$ cat config.mk
export PLATFORM = sky130hd
export DESIGN_NAME = pll_lock_reset_sequencer
export DESIGN_NICKNAME = d
export VERILOG_FILES = /design/src/rtl/pll_lock_reset_sequencer.sv
export SDC_FILE = /design/constraint.sdc
export NUM_CORES = 1
export LEC_CHECK = 0
export CORE_MARGIN = 8
export CORE_UTILIZATION = 57
export CTS_CLUSTER_SIZE = 40
export DETAILED_ROUTE_END_ITERATION = 12
export PLACE_DENSITY = 0.79
export SYNTH_ARGS = -nofsm -noshare
export SYNTH_HDL_FRONTEND = slang
export SYNTH_SLANG_ARGS = --single-unit
$ cat constraint.sdc
create_clock -name piul1RefClock -period 3.24 [get_ports piul1RefClock]
set_input_delay 0.648 -clock piul1RefClock [delete_from_list [all_inputs] [get_ports piul1RefClock]]
set_output_delay 0.648 -clock piul1RefClock [all_outputs]
set_load 0.005 [all_outputs]
$ cat src/rtl/pll_lock_reset_sequencer.sv
// PLL supervisor running on the PLL reference clock.
// It pulses the PLL reset, synchronises and debounces lock, releases the
// downstream domain resets one at a time, counts lock losses and flags
// relock timeouts.
//
// state       | meaning
// S_PLL_RST   | PLL held in reset for PLL_RST_CYCLES
// S_WAIT_LOCK | waiting for lock, bounded by RELOCK_TIMEOUT_CYCLES
// S_STABLE    | lock must stay high for LOCK_STABLE_CYCLES
// S_RELEASE   | domain resets released every STAGE_DELAY_CYCLES
// S_RUN       | all domains out of reset, ready asserted
module pll_lock_reset_sequencer #(
  parameter int NUM_DOMAINS           = 4,
  parameter int SYNC_STAGES           = 2,
  parameter int PLL_RST_CYCLES        = 16,
  parameter int LOCK_STABLE_CYCLES    = 1024,
  parameter int STAGE_DELAY_CYCLES    = 16,
  parameter int RELOCK_TIMEOUT_CYCLES = 65536,
  parameter int LOSS_CNT_WIDTH        = 8
) (
  input  logic                      piul1RefClock,
  input  logic                      piul1Reset_n,
  input  logic                      piul1Locked,
  input  logic                      piul1ForceReset,
  output logic                      poul1PllReset,
  output logic [NUM_DOMAINS-1:0]    poulDomainReset_n,
  output logic                      poul1Ready,
  output logic [LOSS_CNT_WIDTH-1:0] poulLossCount,
  output logic                      poul1Timeout
);

  localparam int REL_CYCLES = NUM_DOMAINS * STAGE_DELAY_CYCLES;
  localparam int MAX_A   = (PLL_RST_CYCLES > LOCK_STABLE_CYCLES) ? PLL_RST_CYCLES : LOCK_STABLE_CYCLES;
  localparam int MAX_B   = (RELOCK_TIMEOUT_CYCLES > REL_CYCLES) ? RELOCK_TIMEOUT_CYCLES : REL_CYCLES;
  localparam int CNT_MAX = (MAX_A > MAX_B) ? MAX_A : MAX_B;
  localparam int CW      = $clog2(CNT_MAX + 1);

  localparam logic [CW-1:0] C_PLL_LAST  = CW'(PLL_RST_CYCLES - 1);
  localparam logic [CW-1:0] C_TO_LAST   = CW'(RELOCK_TIMEOUT_CYCLES - 1);
  localparam logic [CW-1:0] C_STAB_LAST = CW'(LOCK_STABLE_CYCLES - 1);
  localparam logic [CW-1:0] C_REL_DONE  = CW'(REL_CYCLES);
  localparam logic [CW-1:0] C_ONE       = CW'(1);

  typedef enum logic [2:0] {
    S_PLL_RST,
    S_WAIT_LOCK,
    S_STABLE,
    S_RELEASE,
    S_RUN
  } state_t;

  state_t                    r_state;
  logic [CW-1:0]             r_cnt;
  logic [SYNC_STAGES-1:0]    r_sync;
  logic                      r_pll_rst;
  logic [NUM_DOMAINS-1:0]    r_dom_n;
  logic                      r_ready;
  logic [LOSS_CNT_WIDTH-1:0] r_loss;
  logic                      r_timeout;
  logic                      w_lk;

  assign w_lk = r_sync[SYNC_STAGES-1];

  // Bring the asynchronous lock into the reference clock domain.
  always_ff @(posedge piul1RefClock or negedge piul1Reset_n) begin
    if (!piul1Reset_n) r_sync <= '0;
    else               r_sync <= {r_sync[SYNC_STAGES-2:0], piul1Locked};
  end

  // Sequencing FSM with registered outputs; force request beats lock loss.
  always_ff @(posedge piul1RefClock or negedge piul1Reset_n) begin
    if (!piul1Reset_n) begin
      r_state   <= S_PLL_RST;
      r_cnt     <= '0;
      r_pll_rst <= 1'b1;
      r_dom_n   <= '0;
      r_ready   <= 1'b0;
      r_loss    <= '0;
      r_timeout <= 1'b0;
    end else if (piul1ForceReset) begin
      r_state   <= S_PLL_RST;
      r_cnt     <= '0;
      r_pll_rst <= 1'b1;
      r_dom_n   <= '0;
      r_ready   <= 1'b0;
      r_timeout <= 1'b0;
    end else begin
      case (r_state)
        S_PLL_RST: begin
          if (r_cnt == C_PLL_LAST) begin
            r_state   <= S_WAIT_LOCK;
            r_cnt     <= '0;
            r_pll_rst <= 1'b0;
          end else begin
            r_cnt <= r_cnt + C_ONE;
          end
        end
        S_WAIT_LOCK: begin
          if (w_lk) begin
            r_state <= S_STABLE;
            r_cnt   <= '0;
          end else if (r_cnt == C_TO_LAST) begin
            r_state   <= S_PLL_RST;
            r_cnt     <= '0;
            r_pll_rst <= 1'b1;
            r_timeout <= 1'b1;
          end else begin
            r_cnt <= r_cnt + C_ONE;
          end
        end
        S_STABLE: begin
          if (!w_lk) begin
            // Bounce during debounce is not a loss; relock window restarts.
            r_state <= S_WAIT_LOCK;
            r_cnt   <= '0;
          end else if (r_cnt == C_STAB_LAST) begin
            r_state <= S_RELEASE;
            r_cnt   <= '0;
          end else begin
            r_cnt <= r_cnt + C_ONE;
          end
        end
        S_RELEASE, S_RUN: begin
          if (!w_lk) begin
            r_state <= S_WAIT_LOCK;
            r_cnt   <= '0;
            r_dom_n <= '0;
            r_ready <= 1'b0;
            if (r_loss != '1) r_loss <= r_loss + 1'b1;
          end else if (r_state == S_RELEASE) begin
            if (r_cnt == C_REL_DONE) begin
              r_state <= S_RUN;
              r_cnt   <= '0;
              r_ready <= 1'b1;
            end else begin
              r_cnt <= r_cnt + C_ONE;
              for (int i = 0; i < NUM_DOMAINS; i++) begin
                if (r_cnt == CW'((i + 1) * STAGE_DELAY_CYCLES - 1)) r_dom_n[i] <= 1'b1;
              end
            end
          end
        end
        default: begin
          r_state   <= S_PLL_RST;
          r_cnt     <= '0;
          r_pll_rst <= 1'b1;
          r_dom_n   <= '0;
          r_ready   <= 1'b0;
        end
      endcase
    end
  end

  assign poul1PllReset     = r_pll_rst;
  assign poulDomainReset_n = r_dom_n;
  assign poul1Ready        = r_ready;
  assign poulLossCount     = r_loss;
  assign poul1Timeout      = r_timeout;

endmodule

==> results of run 1 <==
metrics by stage:
step,utilization,instances
final,0.684,312
after floorplan,-,250
after CTS,0.681,312
after global placement,0.653,304
after global routing,0.684,312
after detailed placement,0.653,304
cell type report:
cell class | instances | area [µm²]
clock inverters | 1 | 5.00
fillers | 312 | 1160
multi-input cells | 186 | 1190
well taps | 48 | 60.1
flip-flops and latches | 37 | 927
inverters | 12 | 45.0
repair buffers | 21 | 198
clock buffers | 7 | 96.3
sequential cells by signal, indices dropped and copies added, names as in the netlist:
signal,flops
r_sync,2
poul1PllReset,1
poul1Timeout,1
poulDomainReset_n,4
r_state,3
poul1Ready,1
r_cnt,17
poulLossCount,8
path summary, 6_finish.rpt:
| kind | from | to | slack [ns] | depth (start not counted) |
|---|---|---|---|---|
| worst max-delay path | r_cnt[0] | r_state[0] | 0.46 | 10 |
| max in group asynchronous | piul1Reset_n | poul1Timeout | 2.28 | 1 |
| worst min-delay path | r_sync[0] | r_sync[1] | 0.35 | 0 |
| min in group asynchronous | piul1Reset_n | r_cnt[7] | 0.44 | 1 |
| worst min register to register | r_sync[0] | r_sync[1] | 0.35 | 0 |
| worst max register to register | r_cnt[0] | r_state[0] | 0.46 | 10 |
placed cells by master, fill, tap and decap left out, types with 2 or more instances in the layout:
cell type and count:
o21a_1 3, o21ai_0 7, o22ai_1 2, dfrtp_1 36, nor4_2 2, or4b_1 5
ha_1 5, or4_4 2, nand4_1 5, nand2_1 32, nor3_1 12, nor2_1 12
or4_1 3, clkbuf_8 7, o211ai_1 10, a211oi_1 2, nand3_1 21, and3_1 7
xnor2_1 6, o211ai_2 2, clkdlybuf4s50_1 17, o21ai_1 5, buf_4 3, nor4_1 3
inv_1 12, a21oi_1 14, nor4b_1 2, nand2b_1 4
metal layers:
layer | routed length, µm | GRT usage
met5 | 0 | 0
met4 | 83 | 0.0870
met3 | 279 | 0.0569
met1 | 2440 | 0.245
met2 | 2440 | 0.263
repair_timing:
item,4_1_cts,5_1_grt
endpoints found under the hold margin,0,0
resized for setup,0,2
buffers inserted,0,0
setup endpoints to repair,0,3
cells by family after synthesis:
kind of cell / share of synthesized area
mux: 0.00509
simple gates: 0.281
fa+ha+maj: 0.0283
xor+xnor: 0.0277
buf+inv: 0.0498
compound gates: 0.189
flops: 0.419
critical path: cells and delay by family, from the launching register on:
family | cells | cell delay [ns]
compound gates | 3 | 0.64
flops | 1 | 0.40
buf+inv | 1 | 0.07
simple gates | 4 | 1.00
fa+ha+maj | 2 | 0.52
power by group through the flow:
| stage | clock network (mW) | registers [mW] | logic, mW |
|---|---|---|---|
| floorplan | 0 | 0.537 | 0.267 |
| CTS | 0.367 | 0.562 | 0.341 |
| finish | 0.360 | 0.562 | 0.345 |
| detailed placement | 0 | 0.569 | 0.338 |
| global route | 0.384 | 0.572 | 0.382 |
| global placement | 0 | 0.568 | 0.333 |
==> impl_metrics.ini, run 1 <==
[worst_setup_path]
critical_path_class = reg2reg
critPathSlowestCell = nor4_2
crit_chain = ha_1, nand3_1, nor4_2, and3_1, nand3_1, inv_1, ha_1, o2111ai_2, a21oi_1, a211oi_1
endpoint_kind = register
cp-start-kind = register
max_stage_delay_ns = 0.45
cp_max_fo = 9
worstPathArrival_ns = 2.94
crit_required_ns = 3.40

[hold_path]
hold_class = reg2reg

[clock_network]
cts_hold_buf = 0
tritoncts = yes
clk_pin_slew_ns = 0.07
cts.sinks = 37
cts.htree.levels = 2
cts_root_buf = clkbuf_8
cts_buffer_depth = 2
cts_buffers = 5
clk_latency_ns = 0.30

[floorplanning]
initial_utilization = 0.599
rows = 22
die_h_um = 78.3
die_area_um2 = 6130
coreArea_um2 = 3690
io_pins = 19
die_x_um = 78.3

[sta]
clock_skew_ns = 0.00620
whs_ns = 0.355
finalSetupTns_ns = 0
tightestPinTransition_ns = 0.827
rsz0062_at_grt = no
fin_crit_sh = 0.857
final_max_slew_viol_count = 0
setup_slack_ns = 0.463
maxSlewHeadroom = 0.449
post-route-min-period_ns = 2.78
max_freq_ghz = 0.360
setup_violations = 0
hold_violations = 0

[logic_synthesis]
yosys_warnings = 0
synth_seq_area_share = 0.419
synth_commonest_cells = 36 x dfrtp_1, 32 x nand2_1, 21 x nand3_1
ys_ff_latch = 37
syn_inst = 250
synthArstFlopShare = 1.00
syn_area_um2 = 2210
syn_area_per_cell_um2 = 8.84
synth_edf_count = 0
synthTopCellsByArea = dfrtp_1 41%, nand2_1 5.4%, nand3_1 4.8%, o211ai_1 3.4%, a21oi_1 3.2%
synth_top_area_cell = dfrtp_1
ys_types = 48
synthFlopType = dfrtp_1
synth_top_area_frac = 0.407
syn-num-nets = 259
yosysMostFrequentCell = dfrtp_1

[layout]
post_route_cells_drive_above_1_share = 0.106
area_growth_syn_to_layout_pct = 14.1
stdcell_area_um2 = 2520
antennaDiodeCount = 0
nets = 272

[detailed_routing]
vias = 1930
drt_pass1_iterations = 4
drcViolationCount = 0
ant_nets = 0
wl_per_cell_um = 16.8
totalWireLength_um = 5240
drtIter0Drc = 279
vias_per_cell = 6.19

[pwr]
p_sw_mw = 0.440
p_leak_nw = 1.02
report.power.total_mw = 1.27
power_frac_clock = 0.284
power.density_nw_per_um2 = 502
combPwrFrac = 0.272
power_frac_seq = 0.443
swShare = 0.347
internal_power_mw = 0.827
peakVddDrop_uv = 387

[place]
hpwl_um = 3620
placed_cell_area_um2 = 2410
port_buffers = 18
pre_cts_ws_ns = 0.285
gp_congestion = 0.902

[job]
drv_cap = 0

[global_routing]
grt_util_all_layers = 0.184
grt_pass1_vias = 1887
grt_overflow_total = 0
antenna_found_initial = 0
grt_max_degree = 38
grt_pass1_wl_um = 9030

[run_status]
status = complete, no violations
No activity file was read; power rests on OpenSTA's default activity.
==> run 2: changes to the inputs <==
--- a/config.mk
+++ b/config.mk
@@ -9,7 +9,7 @@
 export CORE_UTILIZATION = 57
 export CTS_CLUSTER_SIZE = 40
 export DETAILED_ROUTE_END_ITERATION = 12
-export PLACE_DENSITY = 0.79
+export PLACE_DENSITY = 0.8
 export SYNTH_ARGS = -nofsm -noshare
 export SYNTH_HDL_FRONTEND = slang
 export SYNTH_SLANG_ARGS = --single-unit
==> run 2 against run 1 <==
Net effect:
- power fell by 0.50%
- clock power fell by 2%
- via count grew 0.73%
- flip-flop and latch count unchanged
- largest cell class unchanged
- largest power group unchanged
==> impl_metrics.ini, run 2 (synthesized netlist as in run 1, its figures left out) <==
[run_status]
status = complete, no violations

[worst_setup_path]
reg2reg_depth = 10
cp-start-kind = register
crit_path_start = r_cnt[0]
path_buf_inv = 1
cp_max_fo = 14
max_stage_delay_ns = 0.80
crit_required_ns = 3.44
r2r_end = r_cnt[14]
endpoint_kind = register
crit_family = simple AND/OR/NAND/NOR gates
rrSetupSlack_ns = 0.23
critPathSlowestCell = nor3_2
rr_startpoint = r_cnt[0]
crit_chain = ha_1, nand3_1, nor4_1, and3_1, nand3_1, inv_1, ha_1, nor3_2, o21ai_2, o31ai_1
critical_path_class = reg2reg
worstPathArrival_ns = 3.21

[global_routing]
grt_util_all_layers = 0.169
grt_max_degree = 38
grt_pass1_wl_um = 8590
antenna_found_initial = 0
grt_pass1_vias = 1817
grt_overflow_total = 0

[clock_network]
cts_hold_buf = 0
clk_pin_slew_ns = 0.08
cts_buffer_depth = 2
cts_resized = 0
cts.htree.levels = 2
cts_buffers = 5
tritoncts = yes
cts.sinks = 37
cts_root_buf = clkbuf_8
cts_setup_buffers = 0
clk_latency_ns = 0.28

[place]
hpwl_um = 3530
gp_congestion = 0.890
port_buffers = 18
dp.cells = 304

[detailed_routing]
drcViolationCount = 0
vias_per_cell = 6.23
totalWireLength_um = 5000
ant_nets = 0
wl_per_cell_um = 16.0
vias = 1944
drt_pass1_iterations = 4
drtIter0Drc = 182

[floorplanning]
die_h_um = 78.3
die_area_um2 = 6130
rows = 22
coreArea_um2 = 3690
io_pins = 19
die_x_um = 78.3
initial_utilization = 0.599

[layout]
fin_cells = 312
final_common_cell = dfrtp_1
area_growth_syn_to_layout_pct = 13.6
nets = 272
post_route_cells_drive_above_1_share = 0.102
antennaDiodeCount = 0
regMostFlops = r_cnt
largest_reg_flops = 17
final_cell_mix = 36 x dfrtp_1, 32 x nand2_1, 21 x nand3_1, 17 x clkdlybuf4s50_1, 14 x a21oi_1

[pwr]
report.power.total_mw = 1.26
peakVddDrop_uv = 424
p_leak_nw = 1.02
power.density_nw_per_um2 = 502

[sta]
hold_violations = 0
maxSlewHeadroom = 0.344
max_freq_ghz = 0.332
rsz0062_at_grt = no
clock_skew_ns = 0.00879
tightestPinTransition_ns = 0.979
finalSetupTns_ns = 0
post-route-min-period_ns = 3.01
final_max_slew_viol_count = 0
setup_violations = 0
fin_crit_sh = 0.928

[hold_path]
min_to = r_sync[1]
hp-start = r_sync[0]
whs_path_depth = 0
hold_class = reg2reg

[job]
drv_cap = 0
==> run 2: changes by cell type in the layout (fill, tap and decap cells not counted) <==
cell,delta
buf_2,-1
clkbuf_2,+1
nor3_2,+1
nor3_4,-1
nor4_1,+1
nor4_2,-1
==> run 2: where the power goes <==
group          leakage, nW  switching, mW  internal, mW  total [mW]
combinational        0.465          0.215         0.131       0.347
clock               0.0542          0.159         0.192       0.352
sequential           0.505         0.0589         0.503       0.562
total                 1.02          0.434         0.827        1.26
==> run 2: area by class of cell <==
class	count	area, µm²
Clock buffer	7	96.3
Inverter	12	45.0
Clock inverter	1	5.00
Sequential cell	37	927
Tap cell	48	60.1
Timing Repair Buffer	21	198
Multi-Input combinational cell	186	1180
Fill cell	311	1180
==> run 2: worst max-delay path by stage <==
stage,end,slack [ns],cells after the start
after detailed placement,r_cnt[14],0.28,10
after CTS,r_cnt[14],0.25,10
after global routing,r_cnt[13],0.02,10
after global placement,r_cnt[14],0.38,10
final,r_cnt[14],0.23,10
after floorplan,r_cnt[7],0.76,11
==> run 2: layer usage <==
layer	wire length, µm	vias up	track usage
li1	-	943	-
met1	2430	943	0.236
met2	2320	52	0.258
met3	216	6	0.0319
met4	35	0	0.0556
met5	0	-	0
==> run 2: metrics by stage <==
stage	util	hold slack (ns)	worst slack [ns]	instance area, µm²
finish	0.681	0.354	0.232	2510
global route	0.681	0.368	0.0200	2510
CTS	0.681	0.357	0.250	2510
detailed placement	0.653	0.341	0.282	2410
global placement	0.653	0.335	0.378	2410
floorplan	-	0.331	0.762	2210
==> run 2: worst reg2reg max path, stage by stage (launching register included) <==
cell	delay (ns)
dfrtp_1	0.42
ha_1	0.26
nand3_1	0.22
nor4_1	0.14
and3_1	0.21
nand3_1	0.10
inv_1	0.05
ha_1	0.23
nor3_2	0.80
o21ai_2	0.26
o31ai_1	0.24
==> run 3: changes to the inputs <==
--- a/config.mk
+++ b/config.mk
@@ -5,11 +5,14 @@
 export SDC_FILE = /design/constraint.sdc
 export NUM_CORES = 1
 export LEC_CHECK = 0
+export ABC_AREA = 1
+export CELL_PAD_IN_SITES_DETAIL_PLACEMENT = 2
+export CELL_PAD_IN_SITES_GLOBAL_PLACEMENT = 2
 export CORE_MARGIN = 8
-export CORE_UTILIZATION = 57
+export CORE_UTILIZATION = 35
 export CTS_CLUSTER_SIZE = 40
 export DETAILED_ROUTE_END_ITERATION = 12
-export PLACE_DENSITY = 0.8
+export PLACE_DENSITY = 0.81
 export SYNTH_ARGS = -nofsm -noshare
 export SYNTH_HDL_FRONTEND = slang
 export SYNTH_SLANG_ARGS = --single-unit
==> run 3 against run 2 <==
Net effect:
- first-iteration DRC count down 61%
- sequential share of layout area down 2.9 points
- routed wire length up 34%
- area after synthesis up 9.5%
- maximum frequency up 11%
- count of clock-buffer cells in the layout down 2
- die area up 60%
- design area up 8.5%
- flip-flop and latch count unchanged
- clock skew up 0.00095 ns
- via count up 7.9%
- largest power group unchanged
==> impl_metrics.ini, run 3 <==
[worst_setup_path]
cp-start-kind = register
max_stage_delay_ns = 0.41
rrSetupSlack_ns = 0.54
path_depth = 13
r2r_end = r_cnt[0]
crit_required_ns = 3.42
critPathSlowestCell = dfrtp_1
path_buf_inv = 2
reg2reg_depth = 13
worstPathArrival_ns = 2.88
crit_chain = ha_1, nand2_1, nor2_2, nand2_1, nor2_1, nand4_1, inv_1, ha_1, inv_1, nand3_1, nand4_4, nand2_1, o21ai_1
cp_max_fo = 14
rr_startpoint = r_cnt[0]
crit_family = simple AND/OR/NAND/NOR gates
critical_path_class = reg2reg
crit_top_cell = nand2_1
endpoint_kind = register

[logic_synthesis]
ys_types = 39
synth_top_area_cell = dfrtp_1
ys_ff_latch = 37
synthArstFlopShare = 1.00
synth_seq_area_share = 0.383
synth_edf_count = 0
syn_area_per_cell_um2 = 7.84
syn_inst = 309
yosysMostFrequentCell = nand2_1
synth_top_area_frac = 0.372
synthTopCellsByArea = dfrtp_1 37%, nand2_1 8.4%, nor2_1 7.8%, nand3_1 5.2%, inv_1 4.0%
synth_commonest_cells = 54 x nand2_1, 50 x nor2_1, 36 x dfrtp_1
yosys_warnings = 0
syn-num-nets = 318
synthFlopType = dfrtp_1
syn_area_um2 = 2420

[sta]
setup_violations = 0
clock_skew_ns = 0.00974
hold_violations = 0
whs_ns = 0.358
rsz0062_at_grt = no
fin_crit_sh = 0.833
setup_slack_ns = 0.541
post-route-min-period_ns = 2.70
tightestPinTransition_ns = 0.887
max_freq_ghz = 0.370
finalSetupTns_ns = 0
maxSlewHeadroom = 0.408
final_max_slew_viol_count = 0

[clock_network]
cts_setup_buffers = 0
cts_buffers = 5
cts_hold_buf = 0
tritoncts = yes
cts.sinks = 37
clk_latency_ns = 0.30
cts_buffer_depth = 2
cts_resized = 0
cts.htree.levels = 2
cts_root_buf = clkbuf_8
clk_pin_slew_ns = 0.09

[layout]
fin_util = 0.403
post_route_cells_drive_above_1_share = 0.196
stdcell_area_um2 = 2730
regMostFlops = r_cnt
final_common_cell = nand2_1
fillers = 796
nets = 335
antennaDiodeCount = 0
largest_reg_flops = 17
final_cell_mix = 54 x nand2_1, 50 x nor2_1, 36 x dfrtp_1, 26 x inv_1, 25 x nand3_1
multi_input_comb_area_um2 = 1300
area_growth_syn_to_layout_pct = 12.6
seq_area_um2 = 927

[floorplanning]
die_area_um2 = 9830
die_h_um = 99.2
io_pins = 19
rows = 30
initial_utilization = 0.358
die_x_um = 99.2
coreArea_um2 = 6760

[global_routing]
grt_pass1_vias = 2314
grt_overflow_total = 0
antenna_found_initial = 0
grt_pass1_wl_um = 11600
grt_max_degree = 38
grt_util_all_layers = 0.146

[detailed_routing]
drcViolationCount = 0
drtIter0Drc = 71
totalWireLength_um = 6690
vias_per_cell = 5.15
wl_per_cell_um = 16.4
ant_nets = 0
drt_pass1_iterations = 4
vias = 2098

[place]
gp_congestion = 0.741
placed_cell_area_um2 = 2630
pre_cts_ws_ns = 0.605
hpwl_um = 5000
port_buffers = 18

[job]
drv_cap = 0

[pwr]
peakVddDrop_uv = 210
p_leak_nw = 1.22
power.density_nw_per_um2 = 478

[hold_path]
hp-start = r_sync[0]
whs_path_depth = 0
min_to = r_sync[1]
hold_class = reg2reg

[run_status]
status = complete, no violations
==> run 3: cell count changes after synthesis, sizes merged, moves of 7 or more <==
| cell | delta |
|---|---|
| nor3 | -9 |
| nand3 | +9 |
| nand2 | +38 |
| clkbuf | -12 |
| nor2 | +49 |
| o211ai | -10 |
| inv | +21 |
| and3 | -7 |
==> run 3: per-layer routing <==
layer  up-vias  part of all wire  wire [µm]  GRT usage
li1       1026                 -          -          -
met1      1047              0.47       3130      0.183
met2        19              0.50       3330      0.252
met3         6             0.022        146     0.0265
met4         0             0.012         82     0.0407
met5         -                 0          0          0
==> run 3: how the worst max path moves through the flow <==
stage                    start        end  slack, ns
2_1_floorplan         r_cnt[0]  r_cnt[11]       1.13
3_3_place_gp   piul1ForceReset  r_cnt[10]       0.65
3_5_place_dp   piul1ForceReset  r_cnt[10]       0.61
4_1_cts               r_cnt[0]   r_cnt[0]       0.52
5_1_grt               r_cnt[0]   r_cnt[0]       0.27
6_report              r_cnt[0]   r_cnt[0]       0.54
==> run 3: cell families (layout without fill, tap and decap cells) <==
group | count (synthesis) | after routing | synth area share
AND/OR/NAND/NOR | 174 | 174 | 0.369
adder cells (fa/ha/maj) | 5 | 5 | 0.0258
multiplexers | 1 | 1 | 0.00465
XOR/XNOR | 8 | 8 | 0.0289
flip-flops | 37 | 37 | 0.383
AO/OA/AOI/OAI | 41 | 41 | 0.107
buffers and inverters | 43 | 61 | 0.0816
==> run 3: cell type report <==
class / instances / area share
clock buffer: 5 / 0.0253
clock inverter: 3 / 0.00918
inverter: 35 / 0.0487
multi-input combinational: 229 / 0.476
sequential: 37 / 0.340
tap: 80 / 0.0367
timing repair buffer: 18 / 0.0643
==> run 3: power breakdown <==
group	switching (mW)	total (mW)	leakage, nW	internal (mW)
clock	0.198	0.354	0.0447	0.156
sequential	0.0525	0.557	0.504	0.505
combinational	0.252	0.393	0.672	0.141
==> run 3: worst register-to-register path, delay by kind of cell (launching register included) <==
family	cells	cell delay, ns
AO/OA/AOI/OAI	1	0.07
adder cells (fa/ha/maj)	2	0.44
buffers and inverters	2	0.18
flip-flops	1	0.41
AND/OR/NAND/NOR	8	1.49
==> run 3: stage by stage <==
stage / instances / power [mW]
floorplan: 309 / 0.868
CTS: 407 / 1.33
finish: 407 / 1.30
detailed placement: 399 / 0.967
global placement: 399 / 0.952
global route: 407 / 1.39
